<file path="src/rtl/sync_fifo_flags.sv">
// sync_fifo_flags: pointer-based single-clock FIFO with occupancy flags, error pulses, flush and selectable read mode
module sync_fifo_flags #(
  parameter int DEPTH     = 8,
  parameter int DATA_W    = 8,
  parameter int AFULL_TH  = 6,
  parameter int AEMPTY_TH = 1,
  parameter int FWFT      = 0
) (
  input  logic                       clk,
  input  logic                       reset,
  input  logic                       flush_i,
  input  logic                       push_i,
  input  logic [DATA_W-1:0]          push_data_i,
  input  logic                       pop_i,
  output logic [DATA_W-1:0]          pop_data_o,
  output logic                       pop_valid_o,
  output logic                       full_o,
  output logic                       empty_o,
  output logic                       almost_full_o,
  output logic                       almost_empty_o,
  output logic [$clog2(DEPTH):0]     count_o,
  output logic                       overflow_o,
  output logic                       underflow_o
);
  localparam int AW = $clog2(DEPTH);
  localparam int CW = AW + 1;
  logic [AW-1:0] wr_ptr, rd_ptr;
  logic [CW-1:0] count;
  logic [DATA_W-1:0] mem [DEPTH];
  logic push_acc, pop_acc;
  assign count_o        = count;
  assign full_o         = count == CW'(DEPTH);
  assign empty_o        = count == '0;
  assign almost_full_o  = count >= CW'(AFULL_TH);
  assign almost_empty_o = count <= CW'(AEMPTY_TH);
  assign pop_acc        = pop_i & ~empty_o;
  assign push_acc       = push_i & (~full_o | pop_i);
  // pointers, occupancy and rejection pulses; flush clears without reporting errors
  always_ff @(posedge clk) begin
    if (!reset || flush_i) begin
      wr_ptr      <= '0;
      rd_ptr      <= '0;
      count       <= '0;
      overflow_o  <= 1'b0;
      underflow_o <= 1'b0;
    end else begin
      wr_ptr      <= wr_ptr + AW'(push_acc);
      rd_ptr      <= rd_ptr + AW'(pop_acc);
      count       <= count + CW'(push_acc) - CW'(pop_acc);
      overflow_o  <= push_i & ~push_acc;
      underflow_o <= pop_i & ~pop_acc;
    end
  end
  // storage is not reset; only accepted pushes write
  always_ff @(posedge clk) begin
    if (reset && !flush_i && push_acc) mem[wr_ptr] <= push_data_i;
  end
  if (FWFT != 0) begin : g_fwft
    assign pop_data_o  = empty_o ? '0 : mem[rd_ptr];
    assign pop_valid_o = ~empty_o;
  end else begin : g_reg
    // registered read: data lands one cycle after the accepted pop and holds otherwise
    always_ff @(posedge clk) begin
      if (!reset) begin
        pop_data_o  <= '0;
        pop_valid_o <= 1'b0;
      end else if (flush_i) begin
        pop_valid_o <= 1'b0;
      end else begin
        pop_valid_o <= pop_acc;
        if (pop_acc) pop_data_o <= mem[rd_ptr];
      end
    end
  end
endmodule

</file>
<file path="config.mk">
export PLATFORM = sky130hd
export DESIGN_NAME = sync_fifo_flags
export DESIGN_NICKNAME = d
export VERILOG_FILES = /design/src/rtl/sync_fifo_flags.sv
export SDC_FILE = /design/constraint.sdc
export NUM_CORES = 1
export LEC_CHECK = 0
export BUFFER_PORTS_ARGS = -buffer_cell sky130_fd_sc_hd__buf_2
export CAP_MARGIN = 25
export CORE_MARGIN = 1.5
export CORE_UTILIZATION = 45
export CTS_CLUSTER_SIZE = 25
export DETAILED_ROUTE_END_ITERATION = 8
export GPL_TIMING_DRIVEN = 0
export PLACE_DENSITY = 0.68
export SLEW_MARGIN = 40
export SYNTH_ARGS = -nofsm -noshare
export SYNTH_HDL_FRONTEND = slang
export SYNTH_SLANG_ARGS = --single-unit
</file>
<file path="constraint.sdc">
create_clock -name clk -period 3.5 [get_ports clk]
set_clock_uncertainty 0.05 [all_clocks]
set_input_delay 0.7 -clock clk [delete_from_list [all_inputs] [get_ports clk]]
set_output_delay 0.7 -clock clk [all_outputs]
set_load 0.03 [all_outputs]
</file>
==> results of run 1 <==
power groups by stage:
stage	Clock [mW]	Combinational [mW]	Sequential, mW
5_1_grt	0.690	0.237	1.12
4_1_cts	0.656	0.217	1.11
3_3_place_gp	0	0.210	1.14
6_report	0.646	0.216	1.11
2_1_floorplan	0	0.125	1.16
3_5_place_dp	0	0.216	1.14
cells by family (layout without fill, tap and decap cells):
kind of cell	after synthesis	count (layout)	synth area share [%]
flops	85	85	68.7
simple gates	44	44	7.42
fa+ha+maj	13	13	4.99
mux	16	16	12.1
xor+xnor	4	4	1.03
buf+inv	15	64	2.46
compound gates	13	13	3.23
worst max-delay path: stages (launching register included):
cell and delay, ns:
dfxtp_1 0.37, inv_1 0.10, ha_1 0.22, nor4b_1 0.15, nand2b_1 0.21, or3_1 0.46
nor3_2 0.43, buf_4 0.25
per-layer routing:
| layer | global-route usage [%] | vias up |
|---|---|---|
| met5 | 0 | - |
| met3 | 3.81 | 14 |
| met4 | 7.01 | 0 |
| met2 | 26.7 | 33 |
| met1 | 21.5 | 873 |
| li1 | - | 837 |
layout make-up:
type,instances,area [um2]
multi-input cells,90,1010
clock inverters,5,45.0
plain buffers,7,53.8
flip-flops and latches,85,2340
repair buffers,33,170
fillers,617,3380
well taps,99,124
clock buffers,11,141
inverters,8,30.0
per-stage QoR:
step           instance area (um2)  total power [mW]  instances
2_1_floorplan                 3410              1.29        190
3_3_place_gp                  3690              1.35        320
3_5_place_dp                  3720              1.35        322
4_1_cts                       3910              1.99        338
6_report                      3920              1.97        338
5_1_grt                       3920              2.04        338
layout by cell type (no fill, tap or decap), types with 2 or more instances in the layout:
cell type	n
edfxtp_1	64
buf_2	31
dfxtp_1	21
mux4_1	14
ha_1	12
and3_1	10
clkbuf_8	10
inv_1	8
a221o_1	8
nor2_2	6
clkbuf_1	5
and2_1	5
nor2_1	5
nand2b_1	4
nor2b_1	3
nand2_1	3
a21oi_1	3
buf_4	3
xnor2_1	3
clkinv_4	3
nor3b_2	2
nor3_2	2
mux4_2	2
synth_stat cells:
| cell | number | area (um2) |
|---|---|---|
| nor3b_2 | 2 | 25.0 |
| edfxtp_1 | 64 | 1920 |
| buf_12 | 1 | 20.0 |
| mux4_1 | 14 | 368 |
| nand2_1 | 3 | 11.3 |
| a221o_1 | 8 | 80.1 |
| buf_6 | 1 | 11.3 |
| and2_1 | 5 | 31.3 |
| nor4b_1 | 1 | 8.76 |
| nand3_1 | 1 | 5.00 |
| a21oi_1 | 3 | 15.0 |
| inv_1 | 8 | 30.0 |
| buf_4 | 1 | 7.51 |
| nand2b_1 | 4 | 25.0 |
| nor3b_1 | 1 | 7.51 |
| a21o_1 | 1 | 7.51 |
| or3_1 | 1 | 6.26 |
| mux4_2 | 2 | 45.0 |
| and3_1 | 10 | 62.6 |
| ha_1 | 12 | 150 |
| a21boi_1 | 1 | 7.51 |
| dfxtp_1 | 21 | 420 |
| nor2_1 | 11 | 41.3 |
| nor2b_1 | 3 | 18.8 |
| clkbuf_1 | 4 | 15.0 |
| xor2_1 | 1 | 8.76 |
| xnor2_1 | 3 | 26.3 |
| fa_1 | 1 | 20.0 |
| nor3_1 | 2 | 10.0 |
registers in the layout, summed over array words and instances, names as in the netlist:
| register | flops |
|---|---|
| mem | 64 |
| pop_data_o | 8 |
| count_o | 4 |
| rd_ptr | 3 |
| wr_ptr | 3 |
| overflow_o | 1 |
| pop_valid_o | 1 |
| underflow_o | 1 |
worst min-delay path by stage:
stage          cells past startpoint            end  slack, ns
2_1_floorplan                      2      rd_ptr[1]       0.50
3_3_place_gp                       1  pop_data_o[5]       0.41
3_5_place_dp                       1  pop_data_o[1]       0.42
4_1_cts                            1  pop_data_o[1]       0.44
5_1_grt                            1  pop_data_o[1]       0.45
6_report                           1  pop_data_o[6]       0.43
==> impl_metrics.tcl, run 1 <==
set metrics [dict create \
    syn_area_per_cell_um2 17.9 \
    cts_resized 0 \
    yosys_warnings 0 \
    antenna_found_initial 0 \
    met3_length_um 256 \
    crit_path_start_kind "flop" \
    areaGrowthSynthToFinish_pct 14.9 \
    drt_iter0_markers 72 \
    yosysUniqueCellTypes 29 \
    rrSetupSlack_ns 0.99 \
    post-cts-setup-buffers 0 \
    hp-class "flop to flop" \
    die_h_um 90.0 \
    track_usage_pct 16.5 \
    grt_max_degree 16 \
    p_clk_share_pct 32.7 \
    gp_congestion 0.733 \
    drt_pass1_iterations 4 \
    maxUsedRoutingLayer "met4" \
    cp.required_ns 3.53 \
    num_vias 1757 \
    routed_wl_mm 6.12 \
    startpoint "count_o[2]" \
    syn_inst 190 \
    wl_per_cell_um 18.1 \
    rows 31 \
    min_from "pop_data_o[6]" \
    layout.nets 260 \
    clkTransAtPathRegs_ns 0.08 \
    critPathCaptureType "flop" \
    rsz0062_at_grt "false" \
    wl_met2_mm 3.06 \
    grt_pass1_wl_mm 9.70 \
    initial_utilization_pct 46.7 \
    critical_path_class "flop to flop" \
    ios 32 \
    synth_nets 216 \
    drive_gt1_share_pct 26.8 \
    combPwrFrac_pct 10.9 \
    seqPwrFrac_pct 56.4 \
    max_cap_violations 0 \
    fin_setup_tns_ns 0 \
    setup_slack_ns 0.988 \
    clockBufferDepth 2 \
    reg2reg_depth 7 \
    preCtsSetupSlack_ns 0.777 \
    numCtsBuffers 9 \
    drv_slew 0 \
    setup_viol 0 \
    arrival_ns 2.54 \
    clk_latency_ns 0.36 \
    cts_root_buffer "clkbuf_8" \
    drc_errors 0 \
    dp_hpwl_mm 4.00 \
    seq_area_frac_synth_pct 68.7 \
    max_freq_ghz 0.398 \
    cts_max_level 3 \
    met1Wirelength_mm 2.66 \
    fin_crit_sh_pct 71.8 \
    cp_max_fo 5 \
    switching_share_pct 25.6 \
    endpoint "mem[0][4]" \
    grt_pass1_vias 1814 \
    port_buffers 31 \
    reg2reg_from "count_o[2]" \
    ant_nets 0 \
    cts_tree "done" \
    internal_power_mw 1.47 \
    final_core_util_pct 53.7 \
    final-hold-violation-count 0 \
    relSlewSlack_pct 53.1 \
    worst_slew_pin_slew_ns 0.701 \
    worst_hold_slack_ns 0.433 \
    ys_ff_latch 85 \
    period_minus_slack_ns 2.51 \
    clkSinkCount 85 \
    power_density_mw_per_mm2 504 \
    diodes 0 \
    p_leak_nw 1.45 \
    die-area_mm2 0.00810 \
    rr_endpoint "mem[0][4]" \
    status "finished, final reports clean" \
    coreArea_mm2 0.00729 \
    p_switching_mw 0.506 \
    via_per_inst 5.20 \
    grt.overflow.total 0 \
    cts_hold_buf 0 \
    synthesis.area_mm2 0.00341 \
    vdd_drop_max_uv 266 \
    die-width_um 90.0 \
]
Note: power is estimated with default switching activity, not from simulation.
==> run 2: changes to the inputs <==
- ABC_AREA: not set -> 1
- clock period: 3.5 -> 2.6 ns (I/O delays scaled with it)
==> run 2 against run 1 <==
Against the previous run: first-iteration DRC count increased to 2.8 times the previous value; critical path depth increased by 3; via count increased by 44%; count of clock-buffer cells in the layout decreased by 1; sequential share of layout area decreased by 4.3 points; largest power group unchanged; design area increased by 7.8%; clock power increased by 27%; combinational power increased by 47%.
==> impl_metrics.tcl, run 2 <==
set metrics [dict create \
    synthesis.area_mm2 0.00376 \
    period_minus_slack_ns 2.32 \
    die-area_mm2 0.00892 \
    antenna_found_initial 0 \
    yosysUniqueCellTypes 23 \
    worst_hold_slack_ns 0.369 \
    ant_nets 0 \
    worst_slew_pin_slew_ns 0.855 \
    port_buffers 31 \
    synth_common_cells "99 x nand2_1, 68 x inv_1, 64 x edfxtp_1" \
    grt_pass1_wl_mm 11.9 \
    max_cap_violations 0 \
    yosysTopAreaCellShare_pct 51.1 \
    grt_pass1_vias 2341 \
    post-synth-top-count-cell "nand2_1" \
    vdd_drop_max_uv 347 \
    dp_hpwl_mm 5.13 \
    regMostFlops "mem" \
    drt_pass1_iterations 4 \
    clkSinkCount 85 \
    synth_nets 404 \
    path_cells "inv_1, ha_1, nor3b_2, nand2_1, nand2_2, inv_2, nand2_2, inv_2, nand2_2, nor2_1" \
    drc_errors 0 \
    arrival_ns 2.26 \
    die-width_um 94.4 \
    post-cts-setup-buffers 0 \
    max_freq_ghz 0.431 \
    preCtsSetupSlack_ns 0.275 \
    multiInputGateArea_mm2 0.00104 \
    drive_gt1_share_pct 17.4 \
    syn_area_per_cell_um2 9.95 \
    clk_latency_ns 0.36 \
    layout.nets 446 \
    n_fill_cell 745 \
    yosys_warnings 0 \
    final-hold-violation-count 0 \
    setup_slack_ns 0.279 \
    cp_max_fo 8 \
    synth_area_leaders "edfxtp_1 51%, dfxtp_1 11%, nand2_1 9.9%" \
    final_cell_mix "99 x nand2_1, 68 x inv_1, 64 x edfxtp_1" \
    syn_inst 378 \
    synthArstFlopShare_pct 0 \
    drv_slew 0 \
    cpMaxStageDelayCell "nor2_1" \
    register_area_mm2 0.00234 \
    setup_viol 0 \
    critPathTopFamily "simple AND/OR/NAND/NOR gates" \
    ios 32 \
    ys_ff_latch 85 \
    cts_tree "done" \
    rows 33 \
    yosysTopAreaCell "edfxtp_1" \
    final_core_util_pct 51.6 \
    critical_path_class "flop to flop" \
    worst-path-buf-inv 3 \
    cts_hold_buf 0 \
    routed_wl_mm 7.50 \
    cts_max_level 3 \
    fin_setup_tns_ns 0 \
    cp.required_ns 2.53 \
    numCtsBuffers 9 \
    drt_iter0_markers 198 \
    cts_resized 0 \
    cpMostUsedCell "nand2_2" \
    track_usage_pct 18.4 \
    die_h_um 94.4 \
    cts_root_buffer "clkbuf_8" \
    hp-class "input pin to flop" \
    num_vias 2530 \
    grt_max_degree 15 \
    wl_per_cell_um 14.1 \
    via_per_inst 4.77 \
    clkTransAtPathRegs_ns 0.08 \
    largest_reg_flops 64 \
    fin_crit_sh_pct 89.3 \
    critPathMaxStageDelay_ns 0.66 \
    crit_path_start_kind "flop" \
    gp_congestion 0.856 \
    power_density_mw_per_mm2 623 \
    areaGrowthSynthToFinish_pct 12.2 \
    critPathCaptureType "flop" \
    grt.overflow.total 0 \
    rsz0062_at_grt "false" \
    p_leak_nw 1.86 \
    status "finished, final reports clean" \
    initial_utilization_pct 46.0 \
    synth_edf_count 64 \
    seq_area_frac_synth_pct 62.3 \
    relSlewSlack_pct 42.8 \
    diodes 0 \
    synth-main-ff-cell "edfxtp_1" \
    final_common_cell "nand2_1" \
    coreArea_mm2 0.00818 \
    clockBufferDepth 2 \
]
run 2: cell count changes after synthesis, sizes merged, moves of 9 or more:
cell,delta
nand3,+47
inv,+66
nor2,+14
and3,-10
nand2,+102
mux4,-16
buf,+9
run 2: metrics by stage:
step	cell area [um2]	total power [mW]	std cells
final	4220	2.63	530
after CTS	4220	2.64	530
after floorplan	3760	1.75	378
after detailed placement	4050	1.84	514
after global routing	4220	2.73	530
after global placement	4050	1.83	514
run 2: worst register-to-register path, delay by kind of cell (launching register included):
kind                       cells  cell delay [ns]
and+or+nand+nor                6             1.12
DFF                            1             0.35
buffers and inverters          3             0.22
adders and majority gates      1             0.20
run 2: kinds of logic after synthesis:
family	count (synthesis)	share of synthesized area, %
adders and majority gates	13	4.52
and+or+nand+nor	180	20.8
buffers and inverters	86	10.1
AOI/OAI and AO/OA	11	1.63
DFF	85	62.3
xor gates and xnor gates	3	0.699
run 2: path summary, 6_finish.rpt:
kind	start	to	slack [ns]	depth (start not counted)
setup reg to reg	count_o[2]	mem[5][3]	0.28	10
hold / removal	push_i	overflow_o	0.37	3
setup / recovery	count_o[2]	mem[5][3]	0.28	10
hold reg to reg	pop_data_o[4]	pop_data_o[4]	0.42	2
run 2: layout make-up:
type                    instances  area share [%]
clock buffers                  10            3.02
well taps                     105            3.11
clock inverters                 6           0.949
flip-flops and latches         85            55.5
repair buffers                 31            3.68
multi-input cells             207            24.8
plain buffers                  12            2.28
inverters                      74            6.70
run 2: power by group:
part	internal [mW]	switching, mW
combinational	0.101	0.216
clock	0.344	0.474
sequential	1.48	0.0148
total	1.92	0.705
run 2: per-layer routing:
layer / share of wire, % / vias to the layer above / track usage [%] / routed length [um]
met5: 0 / - / 0 / 0
met4: 2.4 / 0 / 8.58 / 178
met3: 4.5 / 14 / 3.22 / 338
met2: 50 / 64 / 30.4 / 3730
met1: 43 / 1172 / 23.5 / 3250
li1: - / 1280 / - / -
